`config.mk`:
```
export PLATFORM = sky130hd
export DESIGN_NAME = issue_ctrl_flat
export DESIGN_NICKNAME = d
export VERILOG_FILES = /design/src/rtl/issue_pkg.sv /design/src/rtl/issue_ctrl_if.sv /design/src/rtl/issue_ctrl_hazard_check.sv /design/src/rtl/issue_ctrl.sv /design/src/flat_wrapper.sv
export SDC_FILE = /design/constraint.sdc
export NUM_CORES = 1
export LEC_CHECK = 0
export CAP_MARGIN = 20
export CELL_PAD_IN_SITES_DETAIL_PLACEMENT = 1
export CELL_PAD_IN_SITES_GLOBAL_PLACEMENT = 1
export CORE_UTILIZATION = 33
export CTS_CLUSTER_DIAMETER = 30
export CTS_CLUSTER_SIZE = 12
export DETAILED_ROUTE_END_ITERATION = 8
export HOLD_SLACK_MARGIN = 0.06
export PLACE_DENSITY_LB_ADDON = 0.1
export SKIP_CTS_REPAIR_TIMING = 1
export SLEW_MARGIN = 40
export SYNTH_ARGS = -nofsm -noshare
export SYNTH_HDL_FRONTEND = slang
export SYNTH_SLANG_ARGS = --single-unit
```
`constraint.sdc`:
```
create_clock -name clk -period 3.3 [get_ports clk]
set_input_delay 0.66 -clock clk [delete_from_list [all_inputs] [get_ports clk]]
set_output_delay 0.66 -clock clk [all_outputs]
set_load 0.01 [all_outputs]
```
`src/rtl/issue_pkg.sv`:
```
// Shared constants and types for the ID-stage issue controller and its hazard check.
package issue_pkg;

  localparam int NREG = 8;
  localparam int ADRW = 3;

  typedef logic [ADRW-1:0] reg_adr_t;

  typedef enum logic [1:0] {
    RUN   = 2'd0,
    STALL = 2'd1,
    FLUSH = 2'd2,
    HALT  = 2'd3
  } state_t;

endpackage

```
`src/rtl/issue_ctrl_if.sv`:
```
// ID-stage <-> issue controller bundle: decoded operands, scoreboard view, control and status.
// Flow is level-based, not valid/ready: issue=1 in a cycle means the ID instruction is taken
// into EX at the next edge; id_stall=1 means IF/ID must hold; neither waits on the other side.
interface issue_ctrl_if import issue_pkg::*; #(
  parameter int CNT_W = 16
) ();

  logic            id_valid;
  reg_adr_t        id_rs_adr;
  logic            id_rs_use;
  reg_adr_t        id_rt_adr;
  logic            id_rt_use;
  reg_adr_t        id_rd_adr;
  logic            id_rd_we;
  logic [NREG-1:0] register_invalid;
  logic            regwrite;
  reg_adr_t        regwrite_adr;
  logic            br_taken;
  logic            halt;

  logic            issue;
  logic            id_stall;
  logic            regwrite_cur;
  reg_adr_t        regwrite_adr_id;
  logic            flush;
  logic            halted;
  logic [CNT_W-1:0] stall_cycles;
  logic [CNT_W-1:0] issue_count;
  state_t          dbg_state;

  modport master (
    output id_valid, id_rs_adr, id_rs_use, id_rt_adr, id_rt_use, id_rd_adr, id_rd_we,
    output register_invalid, regwrite, regwrite_adr, br_taken, halt,
    input  issue, id_stall, regwrite_cur, regwrite_adr_id, flush, halted,
    input  stall_cycles, issue_count, dbg_state
  );

  modport slave (
    input  id_valid, id_rs_adr, id_rs_use, id_rt_adr, id_rt_use, id_rd_adr, id_rd_we,
    input  register_invalid, regwrite, regwrite_adr, br_taken, halt,
    output issue, id_stall, regwrite_cur, regwrite_adr_id, flush, halted,
    output stall_cycles, issue_count, dbg_state
  );

endinterface

```
`src/rtl/issue_ctrl_hazard_check.sv`:
```
// Combinational register-busy check for one instruction, with same-cycle writeback bypass.
module hazard_check import issue_pkg::*; (
  input  logic            id_valid_i,
  input  reg_adr_t        rs_adr_i,
  input  logic            rs_use_i,
  input  reg_adr_t        rt_adr_i,
  input  logic            rt_use_i,
  input  reg_adr_t        rd_adr_i,
  input  logic            rd_we_i,
  input  logic [NREG-1:0] register_invalid_i,
  input  logic            regwrite_i,
  input  reg_adr_t        regwrite_adr_i,
  output logic            hazard_o
);

  logic [NREG-1:0] wb_mask;
  logic [NREG-1:0] busy;

  // A register being written back this cycle is already readable.
  assign wb_mask = regwrite_i ? (NREG'(1) << regwrite_adr_i) : '0;
  assign busy    = register_invalid_i & ~wb_mask;

  // The rd term blocks WAW: the scoreboard cannot track two pending writes to one register.
  assign hazard_o = id_valid_i & ((rs_use_i & busy[rs_adr_i]) |
                                  (rt_use_i & busy[rt_adr_i]) |
                                  (rd_we_i  & busy[rd_adr_i]));

endmodule

```
`src/rtl/issue_ctrl.sv`:
```
// Issue decision for the ID stage: scoreboard hazards, branch squash, halt and perf counters.
module issue_ctrl import issue_pkg::*; #(
  parameter int FLUSH_CYC = 2,
  parameter int CNT_W     = 16
) (
  input  logic         clk,
  input  logic         reset,
  issue_ctrl_if.slave  bus
);

  localparam int FCW = ($clog2(FLUSH_CYC) > 0) ? $clog2(FLUSH_CYC) : 1;
  localparam logic [FCW-1:0] FLUSH_LOAD = FCW'(FLUSH_CYC - 1);

  state_t           state_q, state_d;
  logic [FCW-1:0]   fcnt_q, fcnt_d;
  logic [CNT_W-1:0] stall_q, issue_q;

  logic hazard;
  logic issue_c, stall_c, flush_c, halted_c, stall_inc;

  hazard_check u_hazard (
    .id_valid_i         (bus.id_valid),
    .rs_adr_i           (bus.id_rs_adr),
    .rs_use_i           (bus.id_rs_use),
    .rt_adr_i           (bus.id_rt_adr),
    .rt_use_i           (bus.id_rt_use),
    .rd_adr_i           (bus.id_rd_adr),
    .rd_we_i            (bus.id_rd_we),
    .register_invalid_i (bus.register_invalid),
    .regwrite_i         (bus.regwrite),
    .regwrite_adr_i     (bus.regwrite_adr),
    .hazard_o           (hazard)
  );

  always_ff @(posedge clk) begin
    if (reset) begin
      state_q <= RUN;
      fcnt_q  <= '0;
      stall_q <= '0;
      issue_q <= '0;
    end else begin
      state_q <= state_d;
      fcnt_q  <= fcnt_d;
      if (stall_inc && (stall_q != {CNT_W{1'b1}})) begin
        stall_q <= stall_q + CNT_W'(1);
      end
      if (issue_c) begin
        issue_q <= issue_q + CNT_W'(1);
      end
    end
  end

  always_comb begin
    state_d   = state_q;
    fcnt_d    = fcnt_q;
    issue_c   = 1'b0;
    stall_c   = 1'b0;
    flush_c   = 1'b0;
    halted_c  = 1'b0;
    stall_inc = 1'b0;

    case (state_q)
      RUN, STALL: begin
        issue_c   = bus.id_valid & ~hazard;
        stall_c   = hazard;
        stall_inc = hazard;
        state_d   = hazard ? STALL : RUN;
        if (bus.br_taken) begin
          issue_c = 1'b0;
          flush_c = 1'b1;
          state_d = FLUSH;
          fcnt_d  = FLUSH_LOAD;
        end
      end
      FLUSH: begin
        flush_c = 1'b1;
        if (bus.br_taken) begin
          fcnt_d = FLUSH_LOAD;
        end else if (fcnt_q == '0) begin
          state_d = RUN;
        end else begin
          fcnt_d = fcnt_q - 1'b1;
        end
      end
      HALT: begin
        stall_c  = 1'b1;
        halted_c = 1'b1;
      end
      default: state_d = RUN;
    endcase

    // Halt outranks branch squash and hazards.
    if (bus.halt && (state_q != HALT)) begin
      issue_c = 1'b0;
      state_d = HALT;
    end

    if (reset) begin
      issue_c   = 1'b0;
      stall_c   = 1'b0;
      flush_c   = 1'b0;
      halted_c  = 1'b0;
      stall_inc = 1'b0;
    end
  end

  assign bus.issue           = issue_c;
  assign bus.id_stall        = stall_c;
  assign bus.flush           = flush_c;
  assign bus.halted          = halted_c;
  // The scoreboard sets the claimed bit at this same edge.
  assign bus.regwrite_cur    = issue_c & bus.id_rd_we;
  assign bus.regwrite_adr_id = reset ? '0 : bus.id_rd_adr;
  assign bus.stall_cycles    = stall_q;
  assign bus.issue_count     = issue_q;
  assign bus.dbg_state       = state_q;

endmodule

```
`src/flat_wrapper.sv`:
```
// flat-port wrapper written by rule: the top's interface ports become plain ports
module issue_ctrl_flat import issue_pkg::*;
#(
  parameter int FLUSH_CYC = 2,
  parameter int CNT_W     = 16
)
  (clk, reset, bus_id_valid, bus_id_rs_adr, bus_id_rs_use, bus_id_rt_adr, bus_id_rt_use, bus_id_rd_adr, bus_id_rd_we, bus_register_invalid, bus_regwrite, bus_regwrite_adr, bus_br_taken, bus_halt, bus_issue, bus_id_stall, bus_regwrite_cur, bus_regwrite_adr_id, bus_flush, bus_halted, bus_stall_cycles, bus_issue_count, bus_dbg_state);
  issue_ctrl_if #(.CNT_W(CNT_W)) bus_i ();
  input  logic clk;
  input  logic reset;
  input wire logic [$bits(bus_i.id_valid)-1:0] bus_id_valid;
  input wire logic [$bits(bus_i.id_rs_adr)-1:0] bus_id_rs_adr;
  input wire logic [$bits(bus_i.id_rs_use)-1:0] bus_id_rs_use;
  input wire logic [$bits(bus_i.id_rt_adr)-1:0] bus_id_rt_adr;
  input wire logic [$bits(bus_i.id_rt_use)-1:0] bus_id_rt_use;
  input wire logic [$bits(bus_i.id_rd_adr)-1:0] bus_id_rd_adr;
  input wire logic [$bits(bus_i.id_rd_we)-1:0] bus_id_rd_we;
  input wire logic [$bits(bus_i.register_invalid)-1:0] bus_register_invalid;
  input wire logic [$bits(bus_i.regwrite)-1:0] bus_regwrite;
  input wire logic [$bits(bus_i.regwrite_adr)-1:0] bus_regwrite_adr;
  input wire logic [$bits(bus_i.br_taken)-1:0] bus_br_taken;
  input wire logic [$bits(bus_i.halt)-1:0] bus_halt;
  output wire logic [$bits(bus_i.issue)-1:0] bus_issue;
  output wire logic [$bits(bus_i.id_stall)-1:0] bus_id_stall;
  output wire logic [$bits(bus_i.regwrite_cur)-1:0] bus_regwrite_cur;
  output wire logic [$bits(bus_i.regwrite_adr_id)-1:0] bus_regwrite_adr_id;
  output wire logic [$bits(bus_i.flush)-1:0] bus_flush;
  output wire logic [$bits(bus_i.halted)-1:0] bus_halted;
  output wire logic [$bits(bus_i.stall_cycles)-1:0] bus_stall_cycles;
  output wire logic [$bits(bus_i.issue_count)-1:0] bus_issue_count;
  output wire logic [$bits(bus_i.dbg_state)-1:0] bus_dbg_state;
  assign bus_i.id_valid = bus_id_valid;
  assign bus_i.id_rs_adr = bus_id_rs_adr;
  assign bus_i.id_rs_use = bus_id_rs_use;
  assign bus_i.id_rt_adr = bus_id_rt_adr;
  assign bus_i.id_rt_use = bus_id_rt_use;
  assign bus_i.id_rd_adr = bus_id_rd_adr;
  assign bus_i.id_rd_we = bus_id_rd_we;
  assign bus_i.register_invalid = bus_register_invalid;
  assign bus_i.regwrite = bus_regwrite;
  assign bus_i.regwrite_adr = bus_regwrite_adr;
  assign bus_i.br_taken = bus_br_taken;
  assign bus_i.halt = bus_halt;
  assign bus_issue = bus_i.issue;
  assign bus_id_stall = bus_i.id_stall;
  assign bus_regwrite_cur = bus_i.regwrite_cur;
  assign bus_regwrite_adr_id = bus_i.regwrite_adr_id;
  assign bus_flush = bus_i.flush;
  assign bus_halted = bus_i.halted;
  assign bus_stall_cycles = bus_i.stall_cycles;
  assign bus_issue_count = bus_i.issue_count;
  assign bus_dbg_state = bus_i.dbg_state;
  issue_ctrl #(.FLUSH_CYC(FLUSH_CYC), .CNT_W(CNT_W)) u_core (.clk(clk), .reset(reset), .bus(bus_i));
endmodule
```
### After elaboration in Yosys (flattened, before gate mapping)

Index checks and enable logic that the tools add are counted.

* register bits after elaboration: 35
* latch bits: 0
* RAM bits: 0
* bits in read-only memories: 0
* input port bits: 29
* output and inout bits: 42
* logic and storage cells: 69
* memories: 0

* add/subtract/negate cells: 3
* multiply operators: 0
* div/mod/pow operators: 0
* magnitude comparators: 3
* equal/unequal tests: 8
* shift-type cells: 1
* multiplexer cells: 31
* bitwise gates (word level): 11
* reduce and logical (&&, ||, !) cells: 8

Operator list (count)
* adder 16 x 1 -> 16 bit, second input constant: 2
* two-way mux 1 bit: 18
* != test 16 bit, second input constant: 1
* less-than comparator 3 x 4 -> 1 bit, second input constant: 3
* binary-select mux 1 bit (select 3 bit): 3
* bitwise AND 8 bit: 1
* two-way mux 2 bit: 4
* two-way mux 8 bit: 1
* inverter 8 bit: 1
* << shifter 1 x 3 -> 8 bit, first input constant: 1
* bitwise AND 1 bit: 6
* case mux 1 bit (2 select lines): 3
* == test 2 bit, second input constant: 2
* != test 2 bit, second input constant: 2
* case mux 2 bit (2 select lines): 1
* two-way mux 3 bit: 1
* != test 3 x 2 -> 1 bit, second input constant: 1
* != test 3 bit, second input constant: 1
* AND reduction 3 bit: 1
* nonzero test 3 bit: 1
* == test 2 x 1 -> 1 bit, second input constant: 1
* logical AND 1 bit: 2
* logical NOT 2 bit: 1
* bitwise OR 1 bit: 2
* other kinds (5): 5

### Longest topological paths before layout

* depth after elaboration: 17
* depth in mapped cells: 9
* depth with buffers taken out: 8

### Modules after synthesis

From an unflattened synthesis, not the netlist that was laid out.

* cells, all modules: 273
* area, all modules: 2138.3 um2

Modules (own cells, without submodules)
* issue_ctrl: instances 1, cells each 213, area an instance 1731.7 um2, seq. area each 700.7 um2
* hazard_check: instances 1, cells each 60, area an instance 406.6 um2, seq. area each 0.0 um2

### Worst setup path after synthesis

No wires, ideal clock.

* kind: input port to output port
* from: input port bus_regwrite_adr[1]
* to: output port bus_regwrite_cur
* arrival time: 2433 ps
* required time: 2640 ps
* slack: 207 ps
* stages: 8
* path buffers: 2
* cell sequence: or4b_4 -> a221oi_2 -> a311oi_1 -> o21ai_2 -> and3_2 -> buf_6 -> buf_4 -> and3_1

* longest elaborated chain between the ends: 17
* elaborated cells on any way between the ends: 23
* classes of those cells: shift (1); mux (11); bitwise (11)

RTL lines
* from (decl): line flat_wrapper.sv:20 `input wire logic [$bits(bus_i.regwrite_adr)-1:0] bus_regwrite_adr;`
* << shifter 1 x 3 -> 8 bit (*): line issue_ctrl_hazard_check.sv:20 `assign wb_mask = regwrite_i ? (NREG'(1) << regwrite_adr_i) : '0;`
* two-way mux 8 bit (*): line issue_ctrl_hazard_check.sv:20
* inverter 8 bit (*): line issue_ctrl_hazard_check.sv:21 `assign busy = register_invalid_i & ~wb_mask;`
* bitwise AND 8 bit (*): line issue_ctrl_hazard_check.sv:21
* binary-select mux 1 bit (select 3 bit), on equally long branches: line issue_ctrl_hazard_check.sv:24, issue_ctrl_hazard_check.sv:25
* two-way mux 1 bit, on equally long branches: line issue_ctrl_hazard_check.sv:24, issue_ctrl_hazard_check.sv:25
* bitwise AND 1 bit, on equally long branches: line issue_ctrl_hazard_check.sv:24, issue_ctrl_hazard_check.sv:25
* bitwise OR 1 bit: line issue_ctrl_hazard_check.sv:24 `assign hazard_o = id_valid_i & ((rs_use_i & busy[rs_adr_i]) |`
* bitwise OR 1 bit (*): line issue_ctrl_hazard_check.sv:25 `(rt_use_i & busy[rt_adr_i]) |`
* bitwise AND 1 bit (*): line issue_ctrl_hazard_check.sv:24
* inverter 1 bit (*): line issue_ctrl.sv:64 `issue_c = bus.id_valid & ~hazard;`
* bitwise AND 1 bit (*): line issue_ctrl.sv:64
* two-way mux 1 bit (*): line issue_ctrl.sv:68 `if (bus.br_taken) begin`
* two-way mux 1 bit (*): line issue_ctrl.sv:62 `case (state_q)`
* two-way mux 1 bit (*): line issue_ctrl.sv:93 `if (bus.halt && (state_q != HALT)) begin`
* two-way mux 1 bit (*): line issue_ctrl.sv:98 `if (reset) begin`
* bitwise AND 1 bit (*): line issue_ctrl.sv:112 `assign bus.regwrite_cur = issue_c & bus.id_rd_we;`
* to (decl): line flat_wrapper.sv:25 `output wire logic [$bits(bus_i.regwrite_cur)-1:0] bus_regwrite_cur;`

Mark *: on every way between the ends. The rest lies on a longest branch, timed or not. The select of a mux whose other input is x is not followed.

### Worst setup path after layout

* from: input port bus_id_rt_adr[2]
* to: output port bus_id_stall

* longest elaborated chain between the ends: 8

RTL lines
* from (decl): line flat_wrapper.sv:14 `input wire logic [$bits(bus_i.id_rt_adr)-1:0] bus_id_rt_adr;`
* binary-select mux 1 bit (select 3 bit): line issue_ctrl_hazard_check.sv:25
* two-way mux 1 bit (not written as such): line issue_ctrl_hazard_check.sv:25
* bitwise AND 1 bit: line issue_ctrl_hazard_check.sv:25
* bitwise OR 1 bit: line issue_ctrl_hazard_check.sv:24
* bitwise OR 1 bit: line issue_ctrl_hazard_check.sv:25
* bitwise AND 1 bit: line issue_ctrl_hazard_check.sv:24
* case mux 1 bit (2 select lines): line issue_ctrl.sv:62
* two-way mux 1 bit: line issue_ctrl.sv:98
* to (decl): line flat_wrapper.sv:24 `output wire logic [$bits(bus_i.id_stall)-1:0] bus_id_stall;`

Every way passes these cells. The select of a mux whose other input is x is not followed.

==> run metrics <==
combined area of all synthesized cells 2170 um2; type of the worst setup path in -> out; internal power consumption 718 uW; fin crit share ~96%; post-synthesis async set-or-reset flop share 0%; Clock transition at path regs 80 ps; CTS tree done; launch point of the worst path bus_id_rt_adr[2]; flop-to-flop setup slack between 700 and 800 ps; termination of the worst setup path bus_id_stall; startpoint of the lowest-slack register-to-register path u_core.bus.dbg_state[1]; top library cells by usage in the layout, fill and taps aside sky130_fd_sc_hd__clkdlybuf4s50_1 (63), sky130_fd_sc_hd__dfxtp_1 (35), sky130_fd_sc_hd__buf_4 (30); biggest fanout along the worst timing path 5; clock insertion delay at the later pin of the skew report around 300 ps; cell count after placement 432; Critical Path Sink Type output pin; total core area 6350 um2; share of synthesized area occupied by flip-flops and latches 32.3%; post-layout instance count excluding filler cells approximately 440; net load switching power 276 uW; Logic pwr share 20.0%; detailed-route wire length 7030 um; most frequent standard cell in the layout excluding fill and tap cells sky130_fd_sc_hd__clkdlybuf4s50_1; clock network power share 36.4%; total of buffers placed on input and output ports 70; synthesized flop and latch total 35; Worst Reg2Reg Path Length in Cells 8; number of sinks driven by the clock tree 35; worst min-delay path startpoint u_core.bus.issue_count[6]; Post-Synthesis Net Count roughly 300; die width 83.1 um; total number of vias 2511; share of post-route cells with drive strength above 1 16.4%; final net count 395; post-detail-place hpwl ~5300 um; Peak supply drop between 0.2 and 0.25 mV; detailed-route wire length per cell 15.9 um; leading post-synthesis cells by cell area sky130_fd_sc_hd__dfxtp_1 (32%), sky130_fd_sc_hd__a21oi_1 (5.3%), sky130_fd_sc_hd__nand3_1 (4.8%); number of detailed-route iterations in the first pass 4; status finished clean; number of standard-cell rows in the floorplan 29; clock tree root buffer cell sky130_fd_sc_hd__clkbuf_8; Fin Clk Skew 13.4 ps; Required @ worst endpoint between 2000 and 3000 ps; Slew Limit Headroom 73.2%; maximum clock frequency 0.315 GHz; Period minus WS final 3180 ps; GRT Util Overall 20.6%; grt ovf 0; Pleak between 0.001 and 0.0015 uW; Hold Fails Final Rpt 0; global-route wire length before repair roughly 12000 um; synthesis-to-layout area growth 52.7%; number of CTS-inserted buffers 5; vias in the first global route around 2.5k; Max Transition Viols Final 0; Die Outline Area 6900 um2; Cell Pwr Density 300 nW/um2; Post-Syn Instances 266; antenna diode count 0; worst r2r dst u_core.bus.issue_count[5]; die boundary height 83.1 um; CTS H-Tree Depth 2; drc violations 0; unrepaired setup endpoints after global routing false; Clock Tree Buf Depth 2; violation count after the first detailed-route iteration 77; synthesis warning total 0; area share of the largest cell type after synthesis 32.3%; mean area per synthesized cell 8.16 um2; number of distinct library cells after synthesis 53; final setup violation count 0; predominant post-synthesis flop cell sky130_fd_sc_hd__dfxtp_1; Sequential Power Share between 40 and 50%; transition at the pin with the smallest max-transition slack about 400 ps; Initial Utilization 34.2%; antenna violations before repair 0; per-cell via count in the routed design 5.68; gpl congestion 0.792; total design power roughly 990 uW; cell type with the largest total area after synthesis sky130_fd_sc_hd__dfxtp_1; I/O pin cnt 71; share of total power consumed by net switching 27.8%; number of synthesized flops with an enable pin 0; class of the most critical hold timing path reg -> reg; maximum capacitance violations 0; arrival time of the worst setup path about 2500 ps; type of element launching the critical path primary input; final antenna-violating net count 0; pin count of the biggest net entering global routing 26
worst min path at each step:
stage | end | depth (start not counted)
final | u_core.bus.issue_count[6] | 2
after global routing | u_core.bus.stall_cycles[8] | 2
after CTS | u_core.bus.issue_count[13] | 2
after detailed placement | u_core.bus.issue_count[6] | 2
after global placement | u_core.bus.issue_count[6] | 2
after floorplan | u_core.fcnt_q | 2
critical path: stages:
cell                              delay, ps
sky130_fd_sc_hd__clkdlybuf4s50_1        540
sky130_fd_sc_hd__buf_4                  200
sky130_fd_sc_hd__inv_1                   70
sky130_fd_sc_hd__nand3_1                 80
sky130_fd_sc_hd__a32oi_1                230
sky130_fd_sc_hd__a41oi_2                170
sky130_fd_sc_hd__and3_4                 220
sky130_fd_sc_hd__o22ai_1                160
sky130_fd_sc_hd__dlymetal6s2s_1         200
kinds of logic after synthesis:
group | synth area share, %
adders and majority gates | 1.15
muxes | 3.52
DFF | 32.3
AOI/OAI and AO/OA | 22.8
xor gates and xnor gates | 0.404
buffers and inverters | 4.09
and+or+nand+nor | 35.8
layout make-up:
cell class / count / area, um2
timing repair buffer: 99 / 923
sequential: 35 / 701
fill: 780 / 3040
clock buffer: 7 / 96.3
multi-input combinational: 211 / 1440
inverter: 12 / 45.0
tap: 77 / 96.3
clock inverter: 1 / 7.51
power by group through the flow:
stage / Clock [uW] / Sequential, uW / Combinational, uW
after floorplan: 0 / 444 / 83.3
after global placement: 0 / 443 / 188
after detailed placement: 0 / 444 / 190
after CTS: 372 / 434 / 191
after global routing: 393 / 435 / 215
final: 361 / 434 / 199
flip-flops by register name, indices dropped and copies added (netlist names):
signal,count
u_core.bus.issue_count,16
u_core.fcnt_q,1
u_core.bus.dbg_state,2
u_core.bus.stall_cycles,16
layer usage:
metal / GRT usage, % / share of wire (%) / vias up
met4: 6.58 / 1.2 / 0
li1: - / - / 1233
met5: 0 / 0 / -
met1: 26.5 / 46 / 1209
met3: 4.57 / 5.4 / 6
met2: 34.2 / 47 / 63
metrics by stage:
step | setup TNS [ps] | cell area [um2] | utilization, % | setup slack (ps) | hold WS (ps)
final | 0 | 3310 | 52.2 | 124 | 498
after global routing | 0 | 3310 | 52.2 | 11.9 | 536
after CTS | -1550 | 3230 | 50.9 | -578 | 504
after detailed placement | -1590 | 3130 | 49.2 | -571 | 492
after global placement | -1380 | 3130 | 49.2 | -514 | 481
after floorplan | 0 | 2170 | - | 207 | 481
synth_stat cells (3+ instances only):
cell type / count
sky130_fd_sc_hd__nor2b_1: 9
sky130_fd_sc_hd__nand4b_1: 4
sky130_fd_sc_hd__or3_1: 4
sky130_fd_sc_hd__nor3_1: 5
sky130_fd_sc_hd__nand3_1: 21
sky130_fd_sc_hd__nand4bb_1: 3
sky130_fd_sc_hd__clkbuf_1: 4
sky130_fd_sc_hd__nand4_1: 6
sky130_fd_sc_hd__o31ai_1: 10
sky130_fd_sc_hd__a31oi_1: 3
sky130_fd_sc_hd__nand2b_1: 3
sky130_fd_sc_hd__nand2_1: 23
sky130_fd_sc_hd__mux2_2: 3
sky130_fd_sc_hd__dfxtp_1: 35
sky130_fd_sc_hd__a311oi_1: 3
sky130_fd_sc_hd__o311ai_0: 3
sky130_fd_sc_hd__a21oi_1: 23
sky130_fd_sc_hd__and2_1: 6
sky130_fd_sc_hd__nor2_1: 14
sky130_fd_sc_hd__inv_1: 12
sky130_fd_sc_hd__and3_1: 6
sky130_fd_sc_hd__o41ai_1: 6
sky130_fd_sc_hd__o21ai_0: 7
sky130_fd_sc_hd__or4_1: 13
(Power assumes the default switching activity.)
